File: src/rtl/router_input_buffer_if.sv
// Link bundle between neighbouring pipeline stages: a flit channel travelling
// downstream and a two-bit flow-control word travelling upstream.
interface router_input_buffer_if #(
  parameter int FLIT_WIDTH = 68
);
  logic [0:FLIT_WIDTH-1] channel;
  logic [0:1]            flow_ctrl;

  // The sender of flits drives the channel and receives credits.
  modport master (output channel, input flow_ctrl);
  // The receiver of flits samples the channel and returns credits.
  modport slave (input channel, output flow_ctrl);
endinterface

File: src/rtl/router_input_buffer.sv
// Ingress buffer in front of router_slice: queues link flits in a small FIFO,
// forwards them under credit flow control, returns one credit upstream per
// forwarded flit and flags overflow, framing and credit protocol violations.
module router_input_buffer #(
  parameter int FLIT_WIDTH         = 68,
  parameter int DEPTH              = 4,
  parameter int DOWNSTREAM_CREDITS = 4
) (
  input  logic                    clk,
  input  logic                    reset,
  router_input_buffer_if.slave    up,
  router_input_buffer_if.master   down,
  output logic                    ERROR,
  output logic [0:2]              ERR_STATUS,
  output logic [0:$clog2(DEPTH)]  FIFO_COUNT
);

  localparam int CW   = $clog2(DEPTH);
  localparam int CNTW = CW + 1;
  localparam int CRW  = $clog2(DOWNSTREAM_CREDITS + 1);

  localparam logic [CW-1:0]   PTR_ONE     = CW'(1);
  localparam logic [CNTW-1:0] COUNT_ONE   = CNTW'(1);
  localparam logic [CNTW-1:0] COUNT_FULL  = CNTW'(DEPTH);
  localparam logic [CRW-1:0]  CRED_ONE    = CRW'(1);
  localparam logic [CRW-1:0]  CRED_MAX    = CRW'(DOWNSTREAM_CREDITS);

  typedef enum logic {IDLE, PKT} frame_state_t;

  logic [0:FLIT_WIDTH-1] mem [DEPTH];
  logic [CW-1:0]         rd_ptr;
  logic [CW-1:0]         wr_ptr;
  logic [CNTW-1:0]       count_q;
  logic [CRW-1:0]        credits_q;
  frame_state_t          state_q;
  frame_state_t          state_next;
  logic [0:FLIT_WIDTH-1] out_q;
  logic                  credit_ret_q;
  logic [0:2]            err_q;
  logic                  error_q;

  logic                  pop;
  logic                  push;
  logic                  overflow;
  logic                  cred_in;
  logic                  cred_sat;
  logic                  frame_err;
  logic [0:2]            err_set;
  logic [0:FLIT_WIDTH-1] head_flit;
  logic                  unused_flow_bit;

  assign unused_flow_bit = down.flow_ctrl[1];

  // Decide this cycle's pop/push, credit saturation and framing transition.
  always_comb begin
    pop        = (count_q != '0) && (credits_q != '0);
    push       = up.channel[0] && ((count_q != COUNT_FULL) || pop);
    overflow   = up.channel[0] && !push;
    cred_in    = down.flow_ctrl[0];
    cred_sat   = cred_in && !pop && (credits_q == CRED_MAX);
    head_flit  = mem[rd_ptr];
    head_flit[0] = 1'b1;
    state_next = state_q;
    frame_err  = 1'b0;
    if (push) begin
      case (state_q)
        IDLE: begin
          if (!up.channel[1])      frame_err  = 1'b1;
          else if (!up.channel[2]) state_next = PKT;
        end
        PKT: begin
          if (up.channel[1])       frame_err  = 1'b1;
          else if (up.channel[2])  state_next = IDLE;
        end
      endcase
    end
    err_set = {overflow, frame_err, cred_sat};
  end

  // Registered outputs, FIFO bookkeeping, credit counter and framing FSM.
  always_ff @(posedge clk) begin
    if (reset) begin
      out_q        <= '0;
      credit_ret_q <= 1'b0;
      rd_ptr       <= '0;
      wr_ptr       <= '0;
      count_q      <= '0;
      credits_q    <= CRED_MAX;
      state_q      <= IDLE;
      err_q        <= '0;
      error_q      <= 1'b0;
    end else begin
      out_q        <= pop ? head_flit : '0;
      credit_ret_q <= pop;
      if (pop)  rd_ptr <= rd_ptr + PTR_ONE;
      if (push) wr_ptr <= wr_ptr + PTR_ONE;
      case ({push, pop})
        2'b10:   count_q <= count_q + COUNT_ONE;
        2'b01:   count_q <= count_q - COUNT_ONE;
        default: count_q <= count_q;
      endcase
      if (pop && !cred_in)
        credits_q <= credits_q - CRED_ONE;
      else if (cred_in && !pop && !cred_sat)
        credits_q <= credits_q + CRED_ONE;
      state_q <= state_next;
      err_q   <= err_q | err_set;
      error_q <= |(err_q | err_set);
    end
  end

  // FIFO storage; contents need no reset because the pointers are cleared.
  always_ff @(posedge clk) begin
    if (!reset && push) mem[wr_ptr] <= up.channel;
  end

  assign down.channel = out_q;
  assign up.flow_ctrl = {credit_ret_q, 1'b0};
  assign ERROR        = error_q;
  assign ERR_STATUS   = err_q;
  assign FIFO_COUNT   = count_q;

endmodule

File: src/flat_wrapper.sv
// flat-port wrapper written by rule: the top's interface ports become plain ports
module router_input_buffer_flat 
#(
  parameter int FLIT_WIDTH         = 68,
  parameter int DEPTH              = 4,
  parameter int DOWNSTREAM_CREDITS = 4
)
  (clk, reset, ERROR, ERR_STATUS, FIFO_COUNT, up_channel, up_flow_ctrl, down_channel, down_flow_ctrl);
  router_input_buffer_if #(.FLIT_WIDTH(FLIT_WIDTH)) up_i ();
  router_input_buffer_if #(.FLIT_WIDTH(FLIT_WIDTH)) down_i ();
  input  logic clk;
  input  logic reset;
  output logic ERROR;
  output logic [0:2] ERR_STATUS;
  output logic [0:$clog2(DEPTH)] FIFO_COUNT;
  input wire logic [$bits(up_i.channel)-1:0] up_channel;
  output wire logic [$bits(up_i.flow_ctrl)-1:0] up_flow_ctrl;
  output wire logic [$bits(down_i.channel)-1:0] down_channel;
  input wire logic [$bits(down_i.flow_ctrl)-1:0] down_flow_ctrl;
  assign up_i.channel = up_channel;
  assign up_flow_ctrl = up_i.flow_ctrl;
  assign down_channel = down_i.channel;
  assign down_i.flow_ctrl = down_flow_ctrl;
  router_input_buffer #(.FLIT_WIDTH(FLIT_WIDTH), .DEPTH(DEPTH), .DOWNSTREAM_CREDITS(DOWNSTREAM_CREDITS)) u_core (.clk(clk), .reset(reset), .up(up_i), .down(down_i), .ERROR(ERROR), .ERR_STATUS(ERR_STATUS), .FIFO_COUNT(FIFO_COUNT));
endmodule
File: config.mk
export PLATFORM = sky130hd
export DESIGN_NAME = router_input_buffer_flat
export DESIGN_NICKNAME = d
export VERILOG_FILES = /design/src/rtl/router_input_buffer_if.sv /design/src/rtl/router_input_buffer.sv /design/src/flat_wrapper.sv
export SDC_FILE = /design/constraint.sdc
export NUM_CORES = 1
export LEC_CHECK = 0
export ABC_AREA = 0
export BUFFER_PORTS_ARGS = -buffer_cell sky130_fd_sc_hd__buf_2
export CAP_MARGIN = 20
export CELL_PAD_IN_SITES_DETAIL_PLACEMENT = 1
export CELL_PAD_IN_SITES_GLOBAL_PLACEMENT = 1
export CORE_UTILIZATION = 35
export DETAILED_ROUTE_END_ITERATION = 7
export GPL_TIMING_DRIVEN = 0
export PLACE_DENSITY_LB_ADDON = 0.05
export SYNTH_ARGS = -nofsm -noshare
export SYNTH_HDL_FRONTEND = slang
export SYNTH_SLANG_ARGS = --single-unit
File: constraint.sdc
create_clock -name clk -period 2.81 [get_ports clk]
set_input_delay 0 -clock clk [delete_from_list [all_inputs] [get_ports clk]]
set_output_delay 0 -clock clk [all_outputs]
set_load 0.005 [all_outputs]
==> results of run 1 <==
## flip-flops by register name (all words and copies together), names as in the netlist, named ones only
name                 cells
u_core.ERROR             1
u_core.FIFO_COUNT        3
u_core.state_q           1
u_core.mem             268
u_core.credit_ret_q      1
u_core.ERR_STATUS        3
u_core.wr_ptr            2
u_core.credits_q         3
u_core.rd_ptr            2
u_core.down.channel     67
## how the worst max path moves through the flow
stage | from | end
detailed placement | u_core.FIFO_COUNT[0] | u_core.FIFO_COUNT[0]
global route | u_core.FIFO_COUNT[0] | u_core.FIFO_COUNT[0]
CTS | u_core.FIFO_COUNT[0] | u_core.FIFO_COUNT[0]
global placement | u_core.FIFO_COUNT[2] | u_core.mem[0][52]
floorplan | u_core.FIFO_COUNT[0] | u_core.FIFO_COUNT[0]
finish | u_core.FIFO_COUNT[0] | u_core.FIFO_COUNT[0]
## final cells by class
cell class | instances | area, um2 | share of cell area [%]
plain buffers | 27 | 148 | 0.940
diodes | 1 | 2.50 | 0.0159
flip-flops and latches | 353 | 9750 | 62.1
clock inverters | 10 | 48.8 | 0.311
repair buffers | 221 | 1550 | 9.88
inverters | 10 | 37.5 | 0.239
clock buffers | 60 | 1160 | 7.37
multi-input cells | 205 | 2450 | 15.6
well taps | 455 | 569 | 3.62
## cell usage after synthesis, drive strengths merged
master   instances
and2            71
inv             10
nor4b            1
nand3            1
nor3             3
nor3b            1
or3b             2
mux4            67
dfxtp           85
mux2i            2
nor2            17
edfxtp         268
or3              5
o31ai            1
a41oi            2
mux2             2
o2111ai          1
nand2            3
a31oi            2
conb             1
a21oi            4
nor2b            1
fa               2
o21ai            3
o211ai           2
buf             16
ha               5
clkbuf          11
xnor2            3
xor2             3
## placed cells by master, fill, tap and decap left out, types with 3 or more instances in the layout
cell type / n
a21oi_1: 4
and2_1: 67
and2_4: 4
buf_1: 3
buf_16: 4
buf_2: 152
buf_4: 4
buf_6: 3
clkbuf_1: 23
clkbuf_16: 41
clkbuf_8: 6
clkinv_1: 3
clkinv_2: 6
dfxtp_1: 85
dlygate4sd3_1: 71
edfxtp_1: 268
ha_1: 5
inv_1: 10
mux4_2: 67
nor2_1: 16
nor3_1: 3
or3_1: 4
xnor2_1: 3
xor2_1: 3
## metrics by stage
| step | setup TNS (ns) | hold slack [ns] | cell area (um2) |
|---|---|---|---|
| global placement | -90.32 | 0.209 | 13700 |
| global route | 0 | 0.223 | 15700 |
| CTS | 0 | 0.207 | 15700 |
| finish | 0 | 0.237 | 15700 |
| floorplan | 0 | 0.0769 | 12400 |
| detailed placement | 0 | 0.218 | 13800 |
## worst max-delay path: stages, from the launching register on
cell,delay [ns]
dfxtp_1,0.42
or3b_1,0.44
o21ai_2,0.31
ha_1,0.25
inv_1,0.06
fa_1,0.38
xor2_1,0.18
or3_1,0.30
a21oi_1,0.14
## power by group through the flow
stage                     clock (mW)  sequential [mW]  combinational, mW
after floorplan                    0             6.38               1.60
after global placement             0             6.38               2.50
after detailed placement           0             6.40               2.57
after CTS                       4.94             6.29               2.66
after global routing            5.10             6.33               2.86
final                           4.76             6.28               2.56
## logic make-up after synthesis
kind of cell    synth area share [%]
flops                           78.8
simple gates                    5.02
mux                             12.5
buf+inv                         1.50
compound gates                 0.850
fa+ha+maj                      0.829
xor+xnor                       0.425
other cells                   0.0303
## metal layers
layer  up-vias  GRT usage, %  wire, um
li1       2846             -         -
met1      3207          18.8     11100
met2       135          25.5     13100
met3        44          2.95      1100
met4         0          4.65       571
met5         -             0         0
==> run_results.csv, run 1 <==
group,metric,value,unit
clocking,holdBufCountCts,71,
setup_path,required,3.25,ns
place,gp_congestion,0.709,
yosys,yosysTopAreaCellShare,65.1,%
yosys,ys_top_cells_by_area,"edfxtp_1 65%, dfxtp_1 14%, mux4_2 12%",
power,power.share.clock,35.0,%
timing,max_freq,0.392,GHz
setup_path,criticalPathCategory,"reg -> reg",
finish,drive_above_1_share,33.5,%
floorplanning,io_pins,149,
timing,rsz0062_at_grt,"no",
yosys,yosysSeqAreaShare,78.8,%
place,port_buffers,146,
timing,setup_slack,0.260,ns
yosys,synth_seq_cells,353,
worst_hold_path,hp-class,"in -> reg",
drt,wl_per_cell,19.3,um
clocking,cts_tree,"yes",
timing,worstMarginPinSlew,0.758,ns
setup_path,cp-end-kind,"flop",
clocking,root_buffer,"clkbuf_16",
global_route,grt_max_degree,45,
clocking,post-cts-setup-buffer-count,0,
place,dpl_worst_slack,0.252,ns
power,total_power,13.6,mW
drt,ant_nets,0,
finish,stdcell_count,1342,
finish,nFillCells,3307,
setup_path,ff2ff_setup_slack,0.26,ns
timing,finalHoldViolations,0,
power,intPower,10.2,mW
clocking,ctsResizeCount,0,
floorplanning,core_area,34600,um2
clocking,clk_pin_slew_worst_paths,0.06,ns
yosys,synth_area,12400,um2
finish,area_growth,27.0,%
global_route,grt_use_total,14.9,%
setup_path,critPathMaxFanout,7,
global_route,overflow,0,
worst_hold_path,hold_end,"u_core.mem[1][11]",
yosys,syn_area_per_cell,20.8,um2
power,leakage,5.61,nW
place,hpwl,15.4,mm
floorplanning,fp.dieW,190,um
yosys,synth.largest_area_cell,"edfxtp_1",
timing,setup_viol,0,
drt,route.detailed.drc,0,
run,drv_cap,0,
yosys,synth_cell_types,40,
setup_path,r2r_cells,8,
finish,fin_util,45.4,%
power,p_sw,3.38,mW
global_route,grt_pass1_vias,6972,
clocking,insertion_delay,0.51,ns
drt,dr.first_iter.drc_count,264,
setup_path,timing.rr.end,"u_core.FIFO_COUNT[0]",
yosys,ys_warn_count,0,
yosys,syn_nets,674,
power,combPwrFrac,18.8,%
place,dp.cells,1200,
timing,fin_crit,2.55,ns
drt,routed_wirelength,25.9,mm
clocking,clock-sinks,353,
run_status,outcome,"finished, final reports clean",
drt,routed-via-count,6232,
global_route,antenna_found_initial,1,
timing,fin_crit_sh,90.8,%
timing,maxSlewViolCount,0,
timing,clock_skew,0.00838,ns
clocking,clk_path_buf_depth,3,
worst_hold_path,min_path_cells,2,
power,powerDensity,865,nW/um2
drt,via_per_inst,4.64,
yosys,postSynthCellCount,595,
floorplanning,row_count,68,
global_route,grt_pass1_wl,40.4,mm
setup_path,crit_path_start_kind,"flop",
floorplanning,die_h,190,um
power,pwr-share-seq,46.2,%
floorplanning,start_util,35.7,%
power,peakVddDrop,0.406,mV
worst_hold_path,hp-start,"up_channel[11]",
finish,nNetsFinal,937,
clocking,cts-buffers-inserted,40,
power,switching_share,24.9,%
setup_path,arrival,2.99,ns
floorplanning,die_area,36100,um2
timing,relSlewSlack,49.5,%
drt,first_pass_iters,4,
clocking,htree_levels,2,
setup_path,r2r-start,"u_core.FIFO_COUNT[0]",
(Power assumes the default switching activity.)
==> run 2: changes to the inputs <==
- CORE_MARGIN: default -> 1.5
- SETUP_SLACK_MARGIN: default -> 0.3
- SLEW_MARGIN: default -> 30
==> run_results.csv, run 2 (synthesis results as in run 1) <==
group,metric,value,unit
setup_path,required,3.25,ns
timing,fin_tns_setup,0,ns
power,pwr-share-seq,45.7,%
clocking,clk_path_buf_depth,3,
drt,wl_per_cell,19.3,um
run,drv_cap,0,
setup_path,crit_path_start_kind,"flop",
setup_path,criticalPathCategory,"reg -> reg",
worst_hold_path,min_path_cells,2,
drt,dr.first_iter.drc_count,283,
timing,setup_viol,0,
floorplanning,die_h,191,um
timing,max_freq,0.418,GHz
finish,top_register,"u_core.mem",
floorplanning,start_util,35.7,%
finish,design_area,15800,um2
setup_path,critPathMaxFanout,7,
drt,routed_wirelength,26.0,mm
floorplanning,fp.dieW,191,um
global_route,grt_pass1_wl,40.4,mm
clocking,root_buffer,"clkbuf_16",
drt,first_pass_iters,4,
timing,relSlewSlack,53.4,%
setup_path,arrival,2.84,ns
finish,nNetsFinal,941,
power,power.share.clock,35.7,%
power,intPower,10.3,mW
floorplanning,row_count,68,
timing,worstMarginPinSlew,0.700,ns
floorplanning,io_pins,149,
timing,finalHoldViolations,0,
floorplanning,die_area,36500,um2
global_route,antenna_found_initial,0,
drt,routed-via-count,6209,
setup_path,r2r_cells,8,
clocking,clk_pin_slew_worst_paths,0.06,ns
clocking,insertion_delay,0.52,ns
timing,holdWs,0.232,ns
power,peakVddDrop,0.385,mV
timing,rsz0062_at_grt,"no",
clocking,cts-buffers-inserted,40,
worst_hold_path,hp-class,"in -> reg",
clocking,cts_tree,"yes",
global_route,grt_max_degree,36,
global_route,grt_use_total,14.8,%
timing,maxSlewViolCount,0,
finish,final_cell_mix,"268 x edfxtp_1, 152 x buf_2, 84 x dfxtp_1, 71 x dlygate4sd3_1",
drt,via_per_inst,4.60,
power,p_sw,3.41,mW
timing,clock_skew,0.0133,ns
place,hpwl,16.0,mm
timing,fin_crit_sh,85.2,%
finish,largest_reg_flops,268,
drt,route.detailed.drc,0,
floorplanning,core_area,34600,um2
finish,n_antenna_cell,0,
global_route,overflow,0,
place,port_buffers,146,
power,switching_share,24.8,%
place,place_area,13800,um2
place,dpl_worst_slack,0.231,ns
run_status,outcome,"finished, final reports clean",
setup_path,cp-end-kind,"flop",
place,gp_congestion,0.698,
global_route,grt_pass1_vias,6995,
finish,layout_commonest_cell,"edfxtp_1",
drt,ant_nets,0,
clocking,htree_levels,2,
clocking,clock-sinks,353,
timing,fin_crit,2.39,ns
timing,setup_slack,0.415,ns
finish,drive_above_1_share,34.2,%
finish,area_growth,27.9,%
power,leakage,5.66,nW
power,powerDensity,870,nW/um2
power,combPwrFrac,18.7,%
[run 2: what timing repair did]
action	CTS	global route
hold buffers	71	0
endpoints found under the hold margin	274	0
resized for setup	1	3
endpoints found under the setup margin	1	1
buffers inserted	1	0
pin swaps	1	0
gates cloned	0	0
[run 2: worst paths after layout]
kind	start	end	slack [ns]
max	u_core.FIFO_COUNT[2]	u_core.FIFO_COUNT[0]	0.42
min	up_channel[1]	u_core.mem[3][1]	0.23
max reg2reg	u_core.FIFO_COUNT[2]	u_core.FIFO_COUNT[0]	0.42
min reg2reg	u_core.state_q	u_core.state_q	0.52
[run 2: power groups by stage]
| stage | sequential [mW] | combinational [mW] | clock [mW] |
|---|---|---|---|
| global route | 6.34 | 2.89 | 5.29 |
| detailed placement | 6.40 | 2.57 | 0 |
| floorplan | 6.38 | 1.60 | 0 |
| finish | 6.28 | 2.57 | 4.91 |
| CTS | 6.29 | 2.67 | 5.08 |
| global placement | 6.39 | 2.49 | 0 |
[run 2: metal layers]
metal / vias up / GRT usage [%] / wire length [um]
li1: 2858 / - / -
met1: 3185 / 18.7 / 11000
met2: 125 / 25.2 / 13300
met3: 41 / 3.32 / 1190
met4: 0 / 4.54 / 488
met5: - / 0 / 0
[run 2: per-stage QoR]
step	total power [mW]	instances	util [%]
2_1_floorplan	7.98	595	-
3_3_place_gp	8.88	1196	39.5
3_5_place_dp	8.96	1203	40.0
4_1_cts	14.0	1349	45.7
5_1_grt	14.5	1349	45.7
6_report	13.8	1349	45.7
[run 2: area by class of cell]
type / instances / area (um2)
inverter: 10 / 37.5
sequential: 353 / 9750
timing repair buffer: 225 / 1600
clock inverter: 13 / 96.3
fill: 3286 / 18800
tap: 455 / 569
clock buffer: 61 / 1160
buffer: 27 / 148
multi-input combinational: 205 / 2460
[run 2: critical path: stages, from the launching register on]
cell	delay, ns
dfxtp_1	0.37
or3b_4	0.46
o21ai_4	0.20
ha_2	0.22
inv_1	0.06
fa_1	0.38
xor2_1	0.19
or3_1	0.32
a21oi_1	0.14
